--- config.mk ---
export PLATFORM = sky130hd
export DESIGN_NAME = bus_arbiter_flat
export DESIGN_NICKNAME = d
export VERILOG_FILES = /design/src/rtl/bus_arbiter_pkg.sv /design/src/rtl/bus_arbiter_if.sv /design/src/rtl/bus_arbiter_outstanding.sv /design/src/rtl/bus_arbiter.sv /design/src/flat_wrapper.sv
export SDC_FILE = /design/constraint.sdc
export NUM_CORES = 1
export LEC_CHECK = 0
export ABC_CLOCK_PERIOD_IN_PS = 3600
export BUFFER_PORTS_ARGS = -buffer_cell sky130_fd_sc_hd__buf_4
export CORE_AREA = 2 2 115 117
export DETAILED_ROUTE_END_ITERATION = 10
export DIE_AREA = 0 0 117 119
export PLACE_DENSITY = 0.53
export SYNTH_ARGS = -nofsm -noshare
export SYNTH_HDL_FRONTEND = slang
export SYNTH_SLANG_ARGS = --single-unit
--- constraint.sdc ---
create_clock -name clk_i -period 3.6 [get_ports clk_i]
set_clock_uncertainty 0.15 [all_clocks]
set_input_delay 0.36 -clock clk_i [delete_from_list [all_inputs] [get_ports clk_i]]
set_output_delay 0.36 -clock clk_i [all_outputs]
set_load 0.01 [all_outputs]
--- src/rtl/bus_arbiter_pkg.sv ---
// Shared types and constants for the KCP53K two-master Wishbone arbiter.
package bus_arbiter_pkg;

   localparam int unsigned ADR_W       = 64;
   localparam int unsigned DAT_W       = 16;
   localparam int unsigned SEL_W       = 2;
   localparam int unsigned DEF_MAX_OUT = 4;

   // One-hot ownership encoding; the values are visible on gnt_o.
   typedef enum logic [1:0] {
      GNT_NONE = 2'b00,
      GNT_I    = 2'b01,
      GNT_D    = 2'b10
   } gnt_e;

   // Request payload forwarded from the owning master to the external port.
   typedef struct packed {
      logic [ADR_W-1:0] adr;
      logic [DAT_W-1:0] dat;
      logic             we;
      logic [SEL_W-1:0] sel;
   } wb_req_t;

   // Width of a counter that must hold 0..max_out inclusive.
   function automatic int unsigned cnt_width(input int unsigned max_out);
      return $clog2(max_out + 1);
   endfunction

endpackage

--- src/rtl/bus_arbiter_if.sv ---
// Pipelined Wishbone port bundle; rd_slave is the read-only view used by fetch.
interface bus_arbiter_if;
   import bus_arbiter_pkg::*;

   logic [ADR_W-1:0] adr;
   logic [DAT_W-1:0] dat_w;
   logic [DAT_W-1:0] dat_r;
   logic             we;
   logic             stb;
   logic [SEL_W-1:0] sel;
   logic             ack;
   logic             stall;

   modport master   (output adr, dat_w, we, stb, sel, input  dat_r, ack, stall);
   modport slave    (input  adr, dat_w, we, stb, sel, output dat_r, ack, stall);
   modport rd_slave (input  adr, stb, sel,             output dat_r, ack, stall);
endinterface

--- src/rtl/bus_arbiter_outstanding.sv ---
// Outstanding-beat tracker: counter, full flag, ack qualifier and sticky spurious-ack error.
module arb_outstanding
   import bus_arbiter_pkg::*;
#(
   parameter  int unsigned MAX_OUT = DEF_MAX_OUT,
   localparam int unsigned CNT_W   = cnt_width(MAX_OUT)
) (
   input  logic clk,
   input  logic reset,
   input  logic beat,
   input  logic ack_in,
   output logic full,
   output logic ack_fwd,
   output logic drain_next,
   output logic err
);

   logic [CNT_W-1:0] cnt;
   logic [CNT_W-1:0] cnt_next;

   // An ack is only meaningful while something is outstanding.
   assign ack_fwd    = ack_in && (cnt != '0);
   assign full       = (cnt == CNT_W'(MAX_OUT));
   assign drain_next = (cnt_next == '0);

   // Next count: beats add, forwarded acks subtract, both together cancel.
   always_comb begin
      cnt_next = cnt;
      unique case ({beat, ack_fwd})
         2'b10:   cnt_next = cnt + CNT_W'(1);
         2'b01:   cnt_next = cnt - CNT_W'(1);
         default: cnt_next = cnt;
      endcase
   end

   // Counter and sticky error registers.
   always_ff @(posedge clk) begin
      if (reset) begin
         cnt <= '0;
         err <= 1'b0;
      end else begin
         cnt <= cnt_next;
         if (ack_in && (cnt == '0))
            err <= 1'b1;
      end
   end

endmodule

--- src/rtl/bus_arbiter.sv ---
// Two-master (I fetch, D load/store) to one-slave pipelined Wishbone arbiter.
// Optional macro KCP53K_ARB_RR_EN: round-robin tie-break instead of D-over-I.
module bus_arbiter
   import bus_arbiter_pkg::*;
#(
   parameter int unsigned MAX_OUT = DEF_MAX_OUT
) (
   input  logic                   clk_i,
   input  logic                   reset_i,
   bus_arbiter_if.rd_slave        ibus,
   bus_arbiter_if.slave           dbus,
   bus_arbiter_if.master          mbus,
   output logic [1:0]             gnt_o,
   output logic                   err_o
);

   gnt_e    gnt_q;
   gnt_e    gnt_d;
   gnt_e    owner;
   wb_req_t req;
   logic    owner_stb;
   logic    cur_stb;
   logic    arb;
   logic    beat;
   logic    full;
   logic    ack_fwd;
   logic    drain_next;

`ifdef KCP53K_ARB_RR_EN
   gnt_e    last_q;
   gnt_e    last_d;
`endif

   arb_outstanding #(
      .MAX_OUT (MAX_OUT)
   ) u_outstanding (
      .clk        (clk_i),
      .reset      (reset_i),
      .beat       (beat),
      .ack_in     (mbus.ack),
      .full       (full),
      .ack_fwd    (ack_fwd),
      .drain_next (drain_next),
      .err        (err_o)
   );

   assign beat  = mbus.stb && !mbus.stall;
   assign gnt_o = gnt_q;

   // Grant state register.
   always_ff @(posedge clk_i) begin
      if (reset_i) begin
         gnt_q  <= GNT_NONE;
`ifdef KCP53K_ARB_RR_EN
         last_q <= GNT_I;
`endif
      end else begin
         gnt_q  <= gnt_d;
`ifdef KCP53K_ARB_RR_EN
         last_q <= last_d;
`endif
      end
   end

   // Next owner: re-arbitrate when idle or when the owner has released and drained.
   always_comb begin
      gnt_d   = gnt_q;
      cur_stb = 1'b0;
`ifdef KCP53K_ARB_RR_EN
      last_d  = last_q;
`endif
      case (gnt_q)
         GNT_I:   cur_stb = ibus.stb;
         GNT_D:   cur_stb = dbus.stb;
         default: cur_stb = 1'b0;
      endcase
      arb = (gnt_q == GNT_NONE) || (!cur_stb && drain_next);
      if (arb) begin
         if (dbus.stb && ibus.stb) begin
`ifdef KCP53K_ARB_RR_EN
            gnt_d = (last_q == GNT_D) ? GNT_I : GNT_D;
`else
            gnt_d = GNT_D;
`endif
         end else if (dbus.stb) begin
            gnt_d = GNT_D;
         end else if (ibus.stb) begin
            gnt_d = GNT_I;
         end else begin
            gnt_d = GNT_NONE;
         end
`ifdef KCP53K_ARB_RR_EN
         if (gnt_d != GNT_NONE)
            last_d = gnt_d;
`endif
      end
   end

   // Combinational routing between the owner and the external port; idle while in reset.
   always_comb begin
      owner      = reset_i ? GNT_NONE : gnt_q;
      req        = '0;
      owner_stb  = 1'b0;
      ibus.stall = 1'b1;
      ibus.ack   = 1'b0;
      dbus.stall = 1'b1;
      dbus.ack   = 1'b0;
      ibus.dat_r = mbus.dat_r;
      dbus.dat_r = mbus.dat_r;
      case (owner)
         GNT_I: begin
            req.adr    = ibus.adr;
            req.sel    = ibus.sel;
            owner_stb  = ibus.stb;
            ibus.stall = mbus.stall || full;
            ibus.ack   = ack_fwd;
         end
         GNT_D: begin
            req.adr    = dbus.adr;
            req.dat    = dbus.dat_w;
            req.we     = dbus.we;
            req.sel    = dbus.sel;
            owner_stb  = dbus.stb;
            dbus.stall = mbus.stall || full;
            dbus.ack   = ack_fwd;
         end
         default: ;
      endcase
      mbus.adr   = req.adr;
      mbus.dat_w = req.dat;
      mbus.we    = req.we;
      mbus.sel   = req.sel;
      mbus.stb   = owner_stb && !full;
   end

endmodule

--- src/flat_wrapper.sv ---
// flat-port wrapper written by rule: the top's interface ports become plain ports
module bus_arbiter_flat import bus_arbiter_pkg::*;
#(
   parameter int unsigned MAX_OUT = DEF_MAX_OUT
)
  (clk_i, reset_i, gnt_o, err_o, ibus_adr, ibus_stb, ibus_sel, ibus_dat_r, ibus_ack, ibus_stall, dbus_adr, dbus_dat_w, dbus_we, dbus_stb, dbus_sel, dbus_dat_r, dbus_ack, dbus_stall, mbus_adr, mbus_dat_w, mbus_we, mbus_stb, mbus_sel, mbus_dat_r, mbus_ack, mbus_stall);
  bus_arbiter_if ibus_i ();
  bus_arbiter_if dbus_i ();
  bus_arbiter_if mbus_i ();
  input  logic clk_i;
  input  logic reset_i;
  output logic [1:0] gnt_o;
  output logic err_o;
  input wire logic [$bits(ibus_i.adr)-1:0] ibus_adr;
  input wire logic [$bits(ibus_i.stb)-1:0] ibus_stb;
  input wire logic [$bits(ibus_i.sel)-1:0] ibus_sel;
  output wire logic [$bits(ibus_i.dat_r)-1:0] ibus_dat_r;
  output wire logic [$bits(ibus_i.ack)-1:0] ibus_ack;
  output wire logic [$bits(ibus_i.stall)-1:0] ibus_stall;
  input wire logic [$bits(dbus_i.adr)-1:0] dbus_adr;
  input wire logic [$bits(dbus_i.dat_w)-1:0] dbus_dat_w;
  input wire logic [$bits(dbus_i.we)-1:0] dbus_we;
  input wire logic [$bits(dbus_i.stb)-1:0] dbus_stb;
  input wire logic [$bits(dbus_i.sel)-1:0] dbus_sel;
  output wire logic [$bits(dbus_i.dat_r)-1:0] dbus_dat_r;
  output wire logic [$bits(dbus_i.ack)-1:0] dbus_ack;
  output wire logic [$bits(dbus_i.stall)-1:0] dbus_stall;
  output wire logic [$bits(mbus_i.adr)-1:0] mbus_adr;
  output wire logic [$bits(mbus_i.dat_w)-1:0] mbus_dat_w;
  output wire logic [$bits(mbus_i.we)-1:0] mbus_we;
  output wire logic [$bits(mbus_i.stb)-1:0] mbus_stb;
  output wire logic [$bits(mbus_i.sel)-1:0] mbus_sel;
  input wire logic [$bits(mbus_i.dat_r)-1:0] mbus_dat_r;
  input wire logic [$bits(mbus_i.ack)-1:0] mbus_ack;
  input wire logic [$bits(mbus_i.stall)-1:0] mbus_stall;
  assign ibus_i.adr = ibus_adr;
  assign ibus_i.stb = ibus_stb;
  assign ibus_i.sel = ibus_sel;
  assign ibus_dat_r = ibus_i.dat_r;
  assign ibus_ack = ibus_i.ack;
  assign ibus_stall = ibus_i.stall;
  assign dbus_i.adr = dbus_adr;
  assign dbus_i.dat_w = dbus_dat_w;
  assign dbus_i.we = dbus_we;
  assign dbus_i.stb = dbus_stb;
  assign dbus_i.sel = dbus_sel;
  assign dbus_dat_r = dbus_i.dat_r;
  assign dbus_ack = dbus_i.ack;
  assign dbus_stall = dbus_i.stall;
  assign mbus_adr = mbus_i.adr;
  assign mbus_dat_w = mbus_i.dat_w;
  assign mbus_we = mbus_i.we;
  assign mbus_stb = mbus_i.stb;
  assign mbus_sel = mbus_i.sel;
  assign mbus_i.dat_r = mbus_dat_r;
  assign mbus_i.ack = mbus_ack;
  assign mbus_i.stall = mbus_stall;
  bus_arbiter #(.MAX_OUT(MAX_OUT)) u_core (.clk_i(clk_i), .reset_i(reset_i), .ibus(ibus_i), .dbus(dbus_i), .mbus(mbus_i), .gnt_o(gnt_o), .err_o(err_o));
endmodule
# Word level (Yosys, flattened, before mapping)
# Cells that the tools add are included.
[word_totals]
elab_cells = 41
ff_bits = 6
inputBits = 171
out_inout_bits = 123
[op_classes]
n_reduce_logical = 15
addsub = 2
muxes = 14
eq_ne = 7
[ops]
columns = ["op", "n"]
rows = [
  ["64-bit case mux with 2 select lines", 1],
  ["17-bit two-way mux", 1],
  ["2-bit by 1-bit == test with 1-bit output, second input constant", 3],
  ["2-bit == test, second input constant", 3],
  ["1-bit logical AND", 6],
  ["3-bit logical NOT", 2],
  ["2-bit two-way mux", 3],
  ["3-bit case mux with 2 select lines", 1],
  ["1-bit two-way mux", 5],
  ["1-bit case mux with 2 select lines", 2],
  ["2-bit case mux with 2 select lines", 1],
  ["3-bit by 1-bit adder with 3-bit output, second input constant", 1],
  ["3-bit == test, second input constant", 1],
  ["1-bit logical NOT", 3],
  ["3-bit nonzero test", 1],
  ["3-bit by 1-bit subtractor with 3-bit output, second input constant", 1],
  ["2-bit logical NOT", 1],
  ["1-bit logical OR", 2],
]

# Longest topological paths before layout
[depth]
ltp_word = 10
depth_mapped = 15
mapped_depth_nobuf = 14

# Hierarchy
# From an unflattened synthesis, not the netlist that was laid out.
[hier_totals]
cells_unflattened = 264
area_unflattened_um2 = 1725.4
[modules_own_cells]
columns = ["module", "area_per_inst_um2", "seq_area_each_um2", "instances", "cells_per_inst"]
rows = [
  ["bus_arbiter", 1493.9, 40.0, 1, 236],
  ["arb_outstanding", 231.5, 80.1, 1, 28],
]

# Least setup slack after synthesis
# OpenSTA, ideal clock, no wires.
[synth_path]
kind = "register -> register"
from = "reg u_core.gnt_q[0] (netlist: u_core.gnt_o[0])"
to = "reg u_core.gnt_q[0] (netlist: u_core.gnt_o[0])"
slack_ns = 0.574
setup_time_ns = 0.072
synth_period_minus_slack_ns = 3.026
stages_incl_launch_ff = 16
arrival_ns = 2.804
required_ns = 3.378
path_buffers = 1
path_cell_list = "dfxtp_1 -> inv_1 -> nor2_1 -> inv_1 -> ha_1 -> buf_2 -> a22oi_1 -> nor2_1 -> nand2_1 -> ha_1 -> inv_1 -> fa_1 -> xor2_1 -> or3_4 -> a41oi_4 -> mux2i_1"
[synth_between]
elab_chain_cells = 10
elab_cells_between_ends = 17
cone_classes = "6 x eq/ne; 4 x mux; 7 x reduce/logical"
[synth_lines]
columns = ["item", "line_no", "source"]
rows = [
  ["start: declaration", "bus_arbiter.sv:17", "gnt_e gnt_q;"],
  ["start signal: assignment", "bus_arbiter.sv:58", "gnt_q <= gnt_d;"],
  ["2-bit two-way mux", "bus_arbiter.sv:101", "owner = reset_i ? GNT_NONE : gnt_q;"],
  ["2-bit == test / 2-bit by 1-bit == test with 1-bit output (equally long branches)", "bus_arbiter.sv:110", "case (owner)"],
  ["1-bit case mux with 2 select lines", "bus_arbiter.sv:110", ""],
  ["1-bit logical AND", "bus_arbiter.sv:133", "mbus.stb = owner_stb && !full;"],
  ["1-bit logical AND", "bus_arbiter.sv:47", "assign beat = mbus.stb && !mbus.stall;"],
  ["2-bit by 1-bit == test with 1-bit output / 2-bit == test (equally long branches)", "bus_arbiter_outstanding.sv:29", "unique case ({beat, ack_fwd})"],
  ["3-bit case mux with 2 select lines", "bus_arbiter_outstanding.sv:29", ""],
  ["3-bit logical NOT", "bus_arbiter_outstanding.sv:24", "assign drain_next = (cnt_next == '0);"],
  ["1-bit logical AND", "bus_arbiter.sv:77", "arb = (gnt_q == GNT_NONE) || (!cur_stb && drain_next);"],
  ["1-bit logical OR (*)", "bus_arbiter.sv:77", ""],
]
# Every way passes the cells marked *; elsewhere a longest branch is shown, timed or not.
# A chain may end at the register's enable or synchronous reset.

# Final worst setup path
# Ends and elaborated chain as after synthesis.

==> summary by stage <==
Cells and area
The net count of the finished layout is 635. The library cell used most frequently in the layout, excluding fill and tap cells, is buf_4. The core occupancy in the finished layout is 0.270. The area growth from synthesis to layout is 110%.

Of the cells placed in the final design, the portion with a size suffix greater than 1 is 0.560. Leaving out fill and tap cells, the most frequent cells in the layout are 248 x buf_4, 73 x nor2_1, 67 x a22oi_1. The finished layout holds approximately 630 standard cells, fillers aside. The count of fill cells added during filler insertion is 1,420. The repair_antennas step left the layout with diodes totalling 0.

Global route
The initial antenna violation count is 0. The first global-routing pass estimated 11,100 microns of wire. The via count of the first global-routing pass was about 2,400. After global routing the overflow that remains totals 0.

The total global-route track usage is 0.0984. The largest net degree at the start of global routing is 86.

Clock tree
The tree built by TritonCTS fans out to 6 sinks. The clock passes through at most 2 buffers. The clock latency on the worst-skew pair is 0.23 ns.

The total of cells resized after clock tree synthesis is 0. TritonCTS built the clock tree. The total setup buffers inserted after CTS is 0.

CTS built an H-tree with a depth of 1. The CTS root buffer is clkbuf_16. Counting the buffers created by CTS gives 3. Clock-pin slew was measured on the worst setup and hold paths at 0.03 ns. The number of hold buffers added after CTS was 0.

Placement
Counting tap cells, the placed design contains a total of 628 instances. The global placer's final weighted congestion is between 0.7 and 0.8. The setup slack at placement is 0.557 ns. The total half-perimeter wirelength after legalization and detailed placement is 6340 microns. Input and output buffers added on the ports amount to 245.

Route
The routed wire length is 8110 microns. In the routed design, unresolved DRC markers number 0. The wire length on met2 is slightly above 4000 microns. The routed design uses roughly 840 microns of met3 wire. The post-detailed-route count of antenna-violating nets is 0. Dividing the detail-routed via count by the number of cells gives 4.16. The wire length per cell after detailed routing is 12.8 microns. Before antenna repair, the detailed router went through 4 iterations.

The violation count after the first detailed-route iteration is 70. In the final routing, the length of wire on met1 measures 3110 microns. The highest metal layer carrying signal wires in the routed design is met4.

The total via count after detailed routing is between 2,000 and 3,000.

Worst hold path
The tightest min-delay check is of the input port to flop type.

Setup path
For the worst setup path, the data arrival time is 2.98 ns. The startpoint-to-endpoint class of the critical path is flop to flop. In this design, the stage delay of the slowest critical-path cell is 0.37 ns. The kind of end point of the critical path is a flop. The signal on the critical path passes through inv_1 -> nor2_1 -> inv_1 -> ha_2 -> a22oi_1 -> nor2_1 -> nand2_1 -> ha_1 -> inv_1 -> fa_1 -> xor2_1 -> or3_4 -> a41oi_4 -> mux2i_1. The kind of start point of the critical path is a flop. The peak fanout along the critical path is 3. At the worst endpoint, the required time is 3.60 ns. The most numerous cell type found on the critical path is inv_1.

The top cell family by delay on the critical path is adder cells. The critical path contains buffers and inverters numbering 3 combined. The slowest stage of the critical path belongs to the cell fa_1.

Pwr
In this run the static leakage power is 1.62 nW. The share of power burned in registers is 0.140. Across the VDD grid, the largest voltage drop is between 0.1 and 0.15 mV.

The net switching power of the design is 143 uW. The logic gate share of total power is 0.509. The share of total power dissipated in the clock network is 0.351. Of the total power, the share spent switching nets is 0.280. The power density over cell area is approximately 150 mW/mm^2. Internal power comes to between 300 and 400 uW.

Synth
The area share of the leading cell type in the synthesized netlist is 0.304. Synthesis produced a netlist with a net count of 439. Yosys printed 0 warnings. Yosys mapped the design onto 23 distinct sky130hd cell types. Dividing the synthesized area by the synthesized cell count gives roughly 6.3 sq um.

The biggest area contributor in the post-synthesis netlist is a22oi_1. The post-synthesis instance area is 0.00166 sq mm. Of the synthesized area, sequential elements account for 0.0726. The total of flip-flops plus latches after synthesis is 6.

The post-synthesis cell count is 261. After synthesis, the cell types taking the most area are a22oi_1 30%, nor2_1 17%, buf_4 15%, dfxtp_1 7.3%, and2_1 7.2%.

STA
Setup repair after global routing left no endpoint under its margin. The final total negative setup slack is 0 ns. The number of pins with negative max-slew slack in the final report is 0.

The final hold slack is slightly above 0.2 ns. Setup slack on the critical path of the routed design comes to between 0.6 and 0.7 ns. At the pin with the least slew margin, the transition time is 0.825 ns. The headroom to the max-slew limit is 0.450. Setup violations remaining at the end of the flow were counted as 0. Of the available clock period, the critical path in the final layout requires 0.826. The count of final hold-check violations is 0. The time the final worst path needs with I/O delays and setup is roughly 3 ns. Derived from the worst setup path, the maximum achievable clock frequency is roughly 340 MHz.

Floorplan
The full die area is 0.0139 sq mm. For this configuration, the core starts out at a cell density of 0.129. Measured along the x axis, the die boundary spans 117 microns. The floorplan step defined a core boundary enclosing 0.0129 sq mm.

The floorplan has 42 rows. The count of boundary I/O pins is 294. The vertical extent of the die is 119 microns.

Outcome
The run finished with clean final reports.

Run
The total of max-cap violations is 0.
per-stage QoR:
stage | area (sq um) | total power [mW]
floorplan | 1660 | 0.195
global placement | 3400 | 0.329
global route | 3480 | 0.543
finish | 3480 | 0.511
CTS | 3480 | 0.516
detailed placement | 3400 | 0.333
cell families after synthesis:
logic type | share of synthesized area
AO/OA/AOI/OAI | 0.351
XOR/XNOR | 0.00529
adder cells (fa/ha/maj) | 0.0574
buffers and inverters | 0.221
flip-flops | 0.0726
multiplexers | 0.0121
AND/OR/NAND/NOR | 0.280
power by group through the flow:
stage	Sequential (mW)	Combinational, mW	Clock, mW
after global routing	0.0717	0.282	0.189
after detailed placement	0.0724	0.261	0
final	0.0714	0.260	0.179
after global placement	0.0722	0.257	0
after floorplan	0.0731	0.121	0
after CTS	0.0714	0.263	0.182
flip-flops by register name, indices dropped and copies added, names as in the netlist:
register	flops
u_core.gnt_o	2
u_core.u_outstanding.cnt	3
u_core.u_outstanding.err	1
area by class of cell:
cell class	instances	area [sq um]	area share
Clock buffer	3	75.1	0.0216
Inverter	7	26.3	0.00756
Multi-Input combinational cell	191	1170	0.338
Sequential cell	6	120	0.0345
Tap cell	176	220	0.0633
Timing Repair Buffer	248	1860	0.535
path summary, 6_finish.rpt:
check | from | slack, ns | end | cells after the start
setup / recovery | u_core.gnt_o[0] | 0.63 | u_core.gnt_o[0] | 14
hold / removal | reset_i | 0.21 | u_core.u_outstanding.cnt[2] | 2
setup reg to reg | u_core.gnt_o[0] | 0.63 | u_core.gnt_o[0] | 14
hold reg to reg | u_core.u_outstanding.err | 0.33 | u_core.u_outstanding.err | 2
cells in the mapped netlist:
cell type and instances:
and2_1 19, inv_1 7, xor2_1 1, nor2_1 73, buf_2 5, ha_1 6
dfxtp_1 6, nand2b_1 2, a41oi_4 1, nor3_1 2, a211oi_1 1, a22oi_1 67
nand2_1 5, mux2i_1 2, a21oi_1 4, nor2b_1 3, buf_1 4, buf_4 32
fa_1 1, o21ai_1 1, clkbuf_1 16, a22o_1 2, or3_4 1
per-layer routing:
layer | global-route usage | vias up
met5 | 0 | -
met4 | 0.0206 | 0
met3 | 0.0148 | 13
met2 | 0.192 | 165
met1 | 0.110 | 1184
li1 | - | 1265
Note: power is estimated with default switching activity, not from simulation.
